<file path="src/rtl/carrd_vissue_seq.sv">
// carrd_vissue_seq: in-order vector issue sequencer.
// A QDEPTH-entry instruction queue feeds a four-state dispatch FSM that keeps
// a single instruction in flight at a time, because all units share the operand
// buses. The FSM waits for the selected FU's done pulse. If that pulse does not
// arrive, a watchdog aborts the instruction. A one-cycle writeback strobe follows
// completion when the instruction writes the register file. All outputs are
// registered.
module carrd_vissue_seq #(
    parameter int QDEPTH  = 4,
    parameter int NUM_FU  = 4,
    parameter int TIMEOUT = 256,
    parameter int FU_W    = $clog2(NUM_FU)
) (
    input  logic                     clk,
    input  logic                     rst,
    input  logic                     flush,
    input  logic                     enq_valid,
    output logic                     enq_ready,
    input  logic [31:0]              enq_instr,
    input  logic [FU_W-1:0]          enq_fu,
    input  logic [4:0]               enq_vd,
    input  logic                     enq_wb,
    output logic                     issue_valid,
    output logic [NUM_FU-1:0]        issue_fu,
    output logic [31:0]              issue_instr,
    input  logic [NUM_FU-1:0]        fu_done,
    output logic                     wb_en,
    output logic [4:0]               wb_vd,
    output logic                     busy,
    output logic [$clog2(QDEPTH):0]  q_count,
    output logic                     err_timeout
);

    localparam int PTR_W = $clog2(QDEPTH);
    localparam int CNT_W = PTR_W + 1;
    localparam int TO_W  = $clog2(TIMEOUT);

    typedef enum logic [1:0] {
        S_IDLE  = 2'd0,
        S_ISSUE = 2'd1,
        S_WAIT  = 2'd2,
        S_WB    = 2'd3
    } state_t;

    // Decode an FU index into the one-hot select driven to the units.
    function automatic logic [NUM_FU-1:0] fu_onehot(input logic [FU_W-1:0] idx);
        return NUM_FU'(1'b1) << idx;
    endfunction

    state_t               state_q, state_d;
    logic [PTR_W-1:0]     rd_ptr_q, rd_ptr_d;
    logic [PTR_W-1:0]     wr_ptr_q, wr_ptr_d;
    logic [CNT_W-1:0]     count_q, count_d;
    logic [31:0]          instr_mem_q [QDEPTH];
    logic [31:0]          instr_mem_d [QDEPTH];
    logic [FU_W-1:0]      fu_mem_q    [QDEPTH];
    logic [FU_W-1:0]      fu_mem_d    [QDEPTH];
    logic [4:0]           vd_mem_q    [QDEPTH];
    logic [4:0]           vd_mem_d    [QDEPTH];
    logic                 wb_mem_q    [QDEPTH];
    logic                 wb_mem_d    [QDEPTH];
    logic [31:0]          issue_instr_q, issue_instr_d;
    logic [NUM_FU-1:0]    issue_fu_q, issue_fu_d;
    logic [4:0]           vd_q, vd_d;
    logic                 wb_q, wb_d;
    logic [TO_W-1:0]      wd_cnt_q, wd_cnt_d;
    logic                 issue_valid_q, issue_valid_d;
    logic                 wb_en_q, wb_en_d;
    logic [4:0]           wb_vd_q, wb_vd_d;
    logic                 busy_q, busy_d;
    logic                 enq_ready_q, enq_ready_d;
    logic                 err_timeout_q, err_timeout_d;
    logic                 push_s;
    logic                 pop_s;
    logic                 abort_s;
    logic                 done_hit_s;

    // Next-state logic for the dispatch FSM, queue, watchdog and registered outputs.
    always_comb begin
        state_d       = state_q;
        rd_ptr_d      = rd_ptr_q;
        wr_ptr_d      = wr_ptr_q;
        count_d       = count_q;
        instr_mem_d   = instr_mem_q;
        fu_mem_d      = fu_mem_q;
        vd_mem_d      = vd_mem_q;
        wb_mem_d      = wb_mem_q;
        issue_instr_d = issue_instr_q;
        issue_fu_d    = issue_fu_q;
        vd_d          = vd_q;
        wb_d          = wb_q;
        wd_cnt_d      = wd_cnt_q;
        pop_s         = 1'b0;
        abort_s       = 1'b0;
        // Only the selected unit's pulse counts; the select is zero outside ISSUE..WB.
        done_hit_s    = |(fu_done & issue_fu_q);
        // Full blocks enqueue even if a pop happens in the same cycle.
        push_s        = enq_valid && enq_ready_q && !flush;

        if (flush) begin
            state_d  = S_IDLE;
            wd_cnt_d = '0;
        end else begin
            case (state_q)
                S_IDLE: begin
                    if (count_q != CNT_W'(0)) begin
                        pop_s         = 1'b1;
                        issue_instr_d = instr_mem_q[rd_ptr_q];
                        issue_fu_d    = fu_onehot(fu_mem_q[rd_ptr_q]);
                        vd_d          = vd_mem_q[rd_ptr_q];
                        wb_d          = wb_mem_q[rd_ptr_q];
                        state_d       = S_ISSUE;
                    end else begin
                        state_d = S_IDLE;
                    end
                end
                S_ISSUE: begin
                    wd_cnt_d = '0;
                    state_d  = S_WAIT;
                end
                S_WAIT: begin
                    // A done pulse in the last watchdog cycle still completes normally.
                    if (done_hit_s) begin
                        state_d = wb_q ? S_WB : S_IDLE;
                    end else if (wd_cnt_q == TO_W'(TIMEOUT - 1)) begin
                        abort_s = 1'b1;
                        state_d = S_IDLE;
                    end else begin
                        wd_cnt_d = wd_cnt_q + TO_W'(1);
                    end
                end
                S_WB: begin
                    state_d = S_IDLE;
                end
                default: begin
                    state_d = S_IDLE;
                end
            endcase
        end

        if (push_s) begin
            instr_mem_d[wr_ptr_q] = enq_instr;
            fu_mem_d[wr_ptr_q]    = enq_fu;
            vd_mem_d[wr_ptr_q]    = enq_vd;
            wb_mem_d[wr_ptr_q]    = enq_wb;
            wr_ptr_d              = wr_ptr_q + PTR_W'(1);
        end else begin
            wr_ptr_d = wr_ptr_q;
        end

        if (pop_s) begin
            rd_ptr_d = rd_ptr_q + PTR_W'(1);
        end else begin
            rd_ptr_d = rd_ptr_q;
        end

        if (flush) begin
            rd_ptr_d = '0;
            wr_ptr_d = '0;
            count_d  = '0;
        end else if (push_s && !pop_s) begin
            count_d = count_q + CNT_W'(1);
        end else if (pop_s && !push_s) begin
            count_d = count_q - CNT_W'(1);
        end else begin
            count_d = count_q;
        end

        // The select and instruction are only presented while an instruction is in flight.
        if (state_d == S_IDLE) begin
            issue_instr_d = '0;
            issue_fu_d    = '0;
        end else begin
            issue_instr_d = issue_instr_d;
            issue_fu_d    = issue_fu_d;
        end

        issue_valid_d = (state_d == S_ISSUE);
        wb_en_d       = (state_d == S_WB);
        wb_vd_d       = (state_d == S_WB) ? vd_d : 5'd0;
        err_timeout_d = abort_s;
        busy_d        = (state_d != S_IDLE) || (count_d != CNT_W'(0));
        enq_ready_d   = (count_d != CNT_W'(QDEPTH));
    end

    // State, queue and output registers with synchronous reset.
    always_ff @(posedge clk) begin
        if (rst) begin
            state_q       <= S_IDLE;
            rd_ptr_q      <= '0;
            wr_ptr_q      <= '0;
            count_q       <= '0;
            for (int i = 0; i < QDEPTH; i++) begin
                instr_mem_q[i] <= '0;
                fu_mem_q[i]    <= '0;
                vd_mem_q[i]    <= '0;
                wb_mem_q[i]    <= 1'b0;
            end
            issue_instr_q <= '0;
            issue_fu_q    <= '0;
            vd_q          <= '0;
            wb_q          <= 1'b0;
            wd_cnt_q      <= '0;
            issue_valid_q <= 1'b0;
            wb_en_q       <= 1'b0;
            wb_vd_q       <= '0;
            busy_q        <= 1'b0;
            enq_ready_q   <= 1'b1;
            err_timeout_q <= 1'b0;
        end else begin
            state_q       <= state_d;
            rd_ptr_q      <= rd_ptr_d;
            wr_ptr_q      <= wr_ptr_d;
            count_q       <= count_d;
            instr_mem_q   <= instr_mem_d;
            fu_mem_q      <= fu_mem_d;
            vd_mem_q      <= vd_mem_d;
            wb_mem_q      <= wb_mem_d;
            issue_instr_q <= issue_instr_d;
            issue_fu_q    <= issue_fu_d;
            vd_q          <= vd_d;
            wb_q          <= wb_d;
            wd_cnt_q      <= wd_cnt_d;
            issue_valid_q <= issue_valid_d;
            wb_en_q       <= wb_en_d;
            wb_vd_q       <= wb_vd_d;
            busy_q        <= busy_d;
            enq_ready_q   <= enq_ready_d;
            err_timeout_q <= err_timeout_d;
        end
    end

    assign enq_ready   = enq_ready_q;
    assign issue_valid = issue_valid_q;
    assign issue_fu    = issue_fu_q;
    assign issue_instr = issue_instr_q;
    assign wb_en       = wb_en_q;
    assign wb_vd       = wb_vd_q;
    assign busy        = busy_q;
    assign q_count     = count_q;
    assign err_timeout = err_timeout_q;

endmodule

</file>
<file path="config.mk">
export PLATFORM = sky130hd
export DESIGN_NAME = carrd_vissue_seq
export DESIGN_NICKNAME = d
export VERILOG_FILES = /design/src/rtl/carrd_vissue_seq.sv
export SDC_FILE = /design/constraint.sdc
export NUM_CORES = 1
export LEC_CHECK = 0
export CAP_MARGIN = 20
export CORE_AREA = 2 2 136 204
export DETAILED_ROUTE_END_ITERATION = 10
export DIE_AREA = 0 0 138 206
export GPL_ROUTABILITY_DRIVEN = 1
export PLACE_DENSITY = 0.55
export SETUP_SLACK_MARGIN = 0.2
export SLEW_MARGIN = 10
export SYNTH_ARGS = -nofsm -noshare
export SYNTH_HDL_FRONTEND = slang
export SYNTH_SLANG_ARGS = --single-unit
</file>
<file path="constraint.sdc">
create_clock -name clk -period 5.7 [get_ports clk]
set_input_delay 0.855 -clock clk [delete_from_list [all_inputs] [get_ports clk]]
set_output_delay 0.855 -clock clk [all_outputs]
set_load 0.02 [all_outputs]
</file>
==> flow_metrics.env, run 1 <==
export IMPL_status="finished clean"
export IMPL_p_leak_nw=3.56
export IMPL_crit_chain="clkdlybuf4s50_1 -> nor2_1 -> and2_2 -> nand2_1 -> a21oi_1"
export IMPL_viasPerCell=5.07
export IMPL_port_buffers=96
export IMPL_grt_pass1_wl_um=39100
export IMPL_clkSlewWorstSetupHoldPaths_ns=0.06
export IMPL_fp_dieH_um=206
export IMPL_synth_flop_cell="dfxtp_1"
export IMPL_cap_violations=0
export IMPL_fin_crit_sh_pct=49.7
export IMPL_ys_top_cells_by_area="dfxtp_1 (50%), nand2_1 (17%), a21oi_1 (11%)"
export IMPL_fin_ws_ns=2.87
export IMPL_drive_above_1_share_pct=8.48
export IMPL_avgSynthCellArea_um2=8.47
export IMPL_cts_tree="done"
export IMPL_grt_max_degree=90
export IMPL_crit_arrival_ns=3.28
export IMPL_relSlewSlack_pct=27.4
export IMPL_core_area_um2=26900
export IMPL_grt_usage_pct=17.2
export IMPL_post_place_ws_ns=2.30
export IMPL_synth_edf_count=0
export IMPL_clock_latency_ns=0.53
export IMPL_worstMarginPinSlew_ns=1.09
export IMPL_hold_path_class="flop to flop"
export IMPL_fin_worst_skew_ns=0.0178
export IMPL_ctsHoldBuffers=0
export IMPL_syn_nets=1149
export IMPL_cts_buffers=23
export IMPL_netlist_area_leader_share_pct=49.6
export IMPL_finish_utilization_pct=41.4
export IMPL_die_area_um2=28400
export IMPL_route_detailed_drc=0
export IMPL_syn_to_final_growth_pct=20.5
export IMPL_ctsHtreeMaxLevel=1
export IMPL_post_drt_wl_per_cell_um=16.6
export IMPL_crit_required_ns=6.15
export IMPL_crit_type="input port to flop"
export IMPL_ctsRootBufferMaster="clkbuf_16"
export IMPL_synthTopCellsByCount="nand2_1 (415), dfxtp_1 (229), a21oi_1 (212)"
export IMPL_synth_cell_types=44
export IMPL_vdd_drop_max_mv=0.175
export IMPL_diodes=0
export IMPL_period_minus_slack_ns=2.83
export IMPL_setup_tns_ns=0
export IMPL_die_w_um=138
export IMPL_antenna_found_initial=0
export IMPL_io_pins=97
export IMPL_slowest_delay_ns=0.97
export IMPL_cts_buffer_depth=3
export IMPL_synthCells=1090
export IMPL_path_max_fanout=40
export IMPL_start_util_pct=34.4
export IMPL_place_gp_congestion=0.804
export IMPL_postRouteAntennaNets=0
export IMPL_synth_seq_cells=229
export IMPL_gr_total_overflow=0
export IMPL_drt_iter0_markers=458
export IMPL_grt_pass1_vias=7233
export IMPL_crit_family="simple AND/OR/NAND/NOR gates"
export IMPL_synth_seq_area_share_pct=49.6
export IMPL_setup_violations=0
export IMPL_cp_end_kind="flop"
export IMPL_cts_resized=0
export IMPL_drt_first_pass_iters=4
export IMPL_finalHoldViolations=0
export IMPL_power_density_nw_per_um2=302
export IMPL_yosys_warnings=0
export IMPL_grt_setup_unrepaired="no"
export IMPL_async_flop_share_pct=0
export IMPL_nets=1198
export IMPL_dp_hpwl_um=14000
export IMPL_cp_start_kind="input port"
export IMPL_crit_path_top_delay_cell="and2_2"
export IMPL_yosysMostFrequentCell="nand2_1"
export IMPL_drv_slew=0
export IMPL_yosys_area_top_type="dfxtp_1"
export IMPL_cts_setup_buffers=0
export IMPL_max_freq_ghz=0.353
export IMPL_synth_area_um2=9240
export IMPL_totalWireLength_um=24800
export IMPL_rows=74
export IMPL_vias=7585
export IMPL_critPathBufInv=1
export IMPL_clock_sinks=229
==> power breakdown <==
part	internal, mW	switching [mW]	leakage, nW
registers	1.62	0.0164	1.85
clock network	0.885	0.640	0.372
logic	0.0782	0.122	1.33
==> kinds of logic (layout without fill, tap and decap cells) <==
| family | after synthesis | after routing | synth area share, % |
|---|---|---|---|
| and+or+nand+nor | 476 | 476 | 20.7 |
| buffers and inverters | 86 | 151 | 3.81 |
| muxes | 43 | 43 | 10.1 |
| xor gates and xnor gates | 5 | 5 | 0.474 |
| DFF | 229 | 229 | 49.6 |
| adders and majority gates | 11 | 11 | 1.49 |
| AOI/OAI and AO/OA | 240 | 240 | 13.9 |
==> worst reg2reg max path: stages (launching register included) <==
cell	delay [ns]
dfxtp_1	0.32
inv_1	0.12
ha_1	0.19
nor2b_1	0.31
nand2_2	0.63
a311oi_1	0.55
a211oi_1	0.16
o21ai_2	0.14
==> path summary, 6_finish.rpt <==
check / startpoint / endpoint / slack, ns / depth (start not counted)
min: instr_mem_q[38] / instr_mem_q[38] / 0.45 / 2
max: flush / instr_mem_q[104] / 2.87 / 5
min reg2reg: instr_mem_q[38] / instr_mem_q[38] / 0.45 / 2
max reg2reg: state_q[1] / busy / 3.18 / 7
==> state kept, by name, summed over array words and instances (netlist names), 2 cells and up <==
signal and flops:
rd_ptr_q 2, state_q 2, wb_vd 5, fu_mem_q 8, vd_mem_q 20, wd_cnt_q 8
q_count 3, issue_instr 32, instr_mem_q 128, wr_ptr_q 2, wb_mem_q 4, issue_fu 4
vd_q 5
==> routing by layer <==
layer / up-vias / track usage [%] / routed length [um]
li1: 3766 / - / -
met2: 173 / 31.8 / 12700
met5: - / 0 / 0
met3: 28 / 2.04 / 1140
met4: 0 / 5.39 / 465
met1: 3618 / 20.8 / 10500
==> layout make-up <==
| class | count | area, um2 |
|---|---|---|
| Clock buffer | 36 | 694 |
| Clock inverter | 5 | 61.3 |
| Fill cell | 2745 | 15700 |
| Inverter | 9 | 33.8 |
| Multi-Input combinational cell | 775 | 4330 |
| Sequential cell | 229 | 4590 |
| Tap cell | 342 | 428 |
| Timing Repair Buffer | 101 | 993 |
==> cell usage in the layout, fill, tap and decap left out, types with 2 or more instances in the layout <==
cell type,count
mux4_2,40
and4_1,2
nand2_2,5
nand2b_1,5
nor2b_1,2
a21oi_1,212
inv_1,9
nor3_1,5
nand3_1,6
clkbuf_16,23
nor3b_1,2
clkbuf_1,6
and2_2,4
xnor2_1,4
a211oi_1,7
and3_1,2
nand4_1,5
o31ai_1,3
a22oi_1,2
or4_1,2
buf_4,5
inv_6,3
ha_1,11
clkbuf_8,7
clkdlybuf4s50_1,95
dfxtp_1,227
o21ai_0,6
nand2_1,410
nor4_1,3
mux2i_1,3
nor2_1,16
==> through the flow <==
| stage | hold WS [ns] | instance area (um2) | instances | power, mW |
|---|---|---|---|---|
| 6_report | 0.452 | 11100 | 1497 | 3.36 |
| 5_1_grt | 0.466 | 11100 | 1497 | 3.48 |
| 3_3_place_gp | 0.439 | 10400 | 1455 | 1.87 |
| 3_5_place_dp | 0.444 | 10400 | 1455 | 1.88 |
| 4_1_cts | 0.452 | 11100 | 1496 | 3.41 |
| 2_1_floorplan | 0.433 | 9240 | 1090 | 1.79 |
(Power assumes the default switching activity.)
==> inputs of run 2 (changes only) <==
==> constraint.sdc (replaced) <==
create_clock -name clk -period 2.8 [get_ports clk]
set_input_delay 0.42 -clock clk [delete_from_list [all_inputs] [get_ports clk]]
set_output_delay 0.42 -clock clk [all_outputs]
set_load 0.02 [all_outputs]
==> flow_metrics.env, run 2 (same netlist as run 1, synthesis figures left out) <==
export IMPL_status="finished clean"
export IMPL_drv_slew=0
export IMPL_max_freq_ghz=0.488
export IMPL_dp_hpwl_um=15100
export IMPL_p_leak_nw=3.71
export IMPL_setup_tns_ns=0
export IMPL_worstMarginPinSlew_ns=1.06
export IMPL_cts_tree="done"
export IMPL_io_pins=97
export IMPL_finish_utilization_pct=42.7
export IMPL_ctsHtreeMaxLevel=1
export IMPL_largest_reg_flops=128
export IMPL_totalWireLength_um=25400
export IMPL_p_comb_share_pct=6.2
export IMPL_grt_max_degree=96
export IMPL_relSlewSlack_pct=29.3
export IMPL_ctsRootBufferMaster="clkbuf_16"
export IMPL_finalHoldViolations=0
export IMPL_grt_usage_pct=17.6
export IMPL_place_gp_congestion=0.834
export IMPL_cts_setup_buffers=0
export IMPL_setup_violations=0
export IMPL_vdd_drop_max_mv=0.394
export IMPL_grt_pass1_wl_um=40500
export IMPL_die_area_um2=28400
export IMPL_cts_buffers=24
export IMPL_viasPerCell=5.06
export IMPL_cts_resized=0
export IMPL_cap_violations=0
export IMPL_path_max_fanout=7
export IMPL_fin_crit_sh_pct=73.2
export IMPL_internal_power_mw=5.42
export IMPL_postRouteAntennaNets=0
export IMPL_port_buffers=96
export IMPL_slowest_delay_ns=0.55
export IMPL_switching_share_pct=23.1
export IMPL_r2r_slack_ns=0.75
export IMPL_vias=7677
export IMPL_n_fill_cell=2732
export IMPL_cts_buffer_depth=3
export IMPL_grt_pass1_vias=7429
export IMPL_post_drt_wl_per_cell_um=16.8
export IMPL_p_switching_mw=1.63
export IMPL_crit_path_top_delay_cell="o21ai_0"
export IMPL_regMostFlops="instr_mem_q"
export IMPL_crit_required_ns=3.21
export IMPL_route_detailed_drc=0
export IMPL_clkSlewWorstSetupHoldPaths_ns=0.07
export IMPL_period_minus_slack_ns=2.05
export IMPL_drt_first_pass_iters=4
export IMPL_diodes=0
export IMPL_drt_iter0_markers=382
export IMPL_crit_type="flop to flop"
export IMPL_clock_sinks=229
export IMPL_fin_worst_skew_ns=0.0222
export IMPL_most_common_layout_cells="nand2_1 (410), dfxtp_1 (227), a21oi_1 (212)"
export IMPL_power_density_nw_per_um2=616
export IMPL_crit_family="compound AO/OA/AOI/OAI gates"
export IMPL_critPathBufInv=2
export IMPL_final_common_cell="nand2_1"
export IMPL_fp_dieH_um=206
export IMPL_clock_latency_ns=0.53
export IMPL_hold_path_class="input port to flop"
export IMPL_p_clk_share_pct=46.6
export IMPL_p_seq_share_pct=47.2
export IMPL_crit_arrival_ns=2.46
export IMPL_ctsHoldBuffers=0
export IMPL_antenna_found_initial=0
export IMPL_grt_setup_unrepaired="no"
export IMPL_cp_end_kind="flop"
export IMPL_crit_top_cell="inv_1"
export IMPL_core_area_um2=26900
export IMPL_nets=1217
export IMPL_crit_chain="inv_1 -> ha_1 -> inv_1 -> o21ai_0 -> nor2_1 -> a41o_1"
export IMPL_start_util_pct=34.4
export IMPL_rows=74
export IMPL_cp_start_kind="flop"
export IMPL_die_w_um=138
export IMPL_syn_to_final_growth_pct=24.1
export IMPL_gr_total_overflow=0
export IMPL_drive_above_1_share_pct=10.2
[run 2: changes by cell type in the layout (fill, tap and decap cells not counted), sizes merged]
cell / change
inv: -1
clkinvlp: +1
bufinv: +2
clkinv: +5
clkbuf: -5
buf: +18
[run 2: metal layers]
layer	track usage, %	routed length (um)	up-vias
met5	0	0	-
met4	6.09	702	0
met3	2.09	920	45
met2	32.1	13100	161
met1	21.6	10800	3672
li1	-	-	3799
[run 2: path summary, 6_finish.rpt]
kind	start	cells past startpoint	end
min reg2reg	instr_mem_q[100]	2	instr_mem_q[100]
max	state_q[1]	6	wd_cnt_q[2]
min	rst	2	instr_mem_q[125]
max reg2reg	state_q[1]	6	wd_cnt_q[2]
[run 2: area by class of cell]
cell class	instances	area [um2]	share of cell area [%]
sequential	229	4590	40.0
multi-input combinational	775	4330	37.8
timing repair buffer	119	1270	11.1
clock buffer	31	657	5.73
tap	342	428	3.73
clock inverter	12	156	1.36
inverter	9	33.8	0.295
[run 2: power by group through the flow]
| stage | Clock [mW] | Sequential (mW) | Combinational [mW] |
|---|---|---|---|
| after CTS | 3.36 | 3.33 | 0.446 |
| after global routing | 3.50 | 3.33 | 0.479 |
| after detailed placement | 0 | 3.40 | 0.444 |
| after global placement | 0 | 3.40 | 0.442 |
| after floorplan | 0 | 3.40 | 0.238 |
| final | 3.29 | 3.33 | 0.440 |
[run 2: metrics by stage]
step	area (um2)	total power [mW]	setup WS, ns	hold slack [ns]	cells
final	11500	7.06	0.751	0.173	1517
after global routing	11500	7.31	0.579	0.162	1517
after CTS	11500	7.13	0.755	0.160	1517
after detailed placement	10600	3.85	0.381	0.445	1474
after global placement	10600	3.84	0.349	0.439	1474
after floorplan	9240	3.64	0.847	0.433	1090
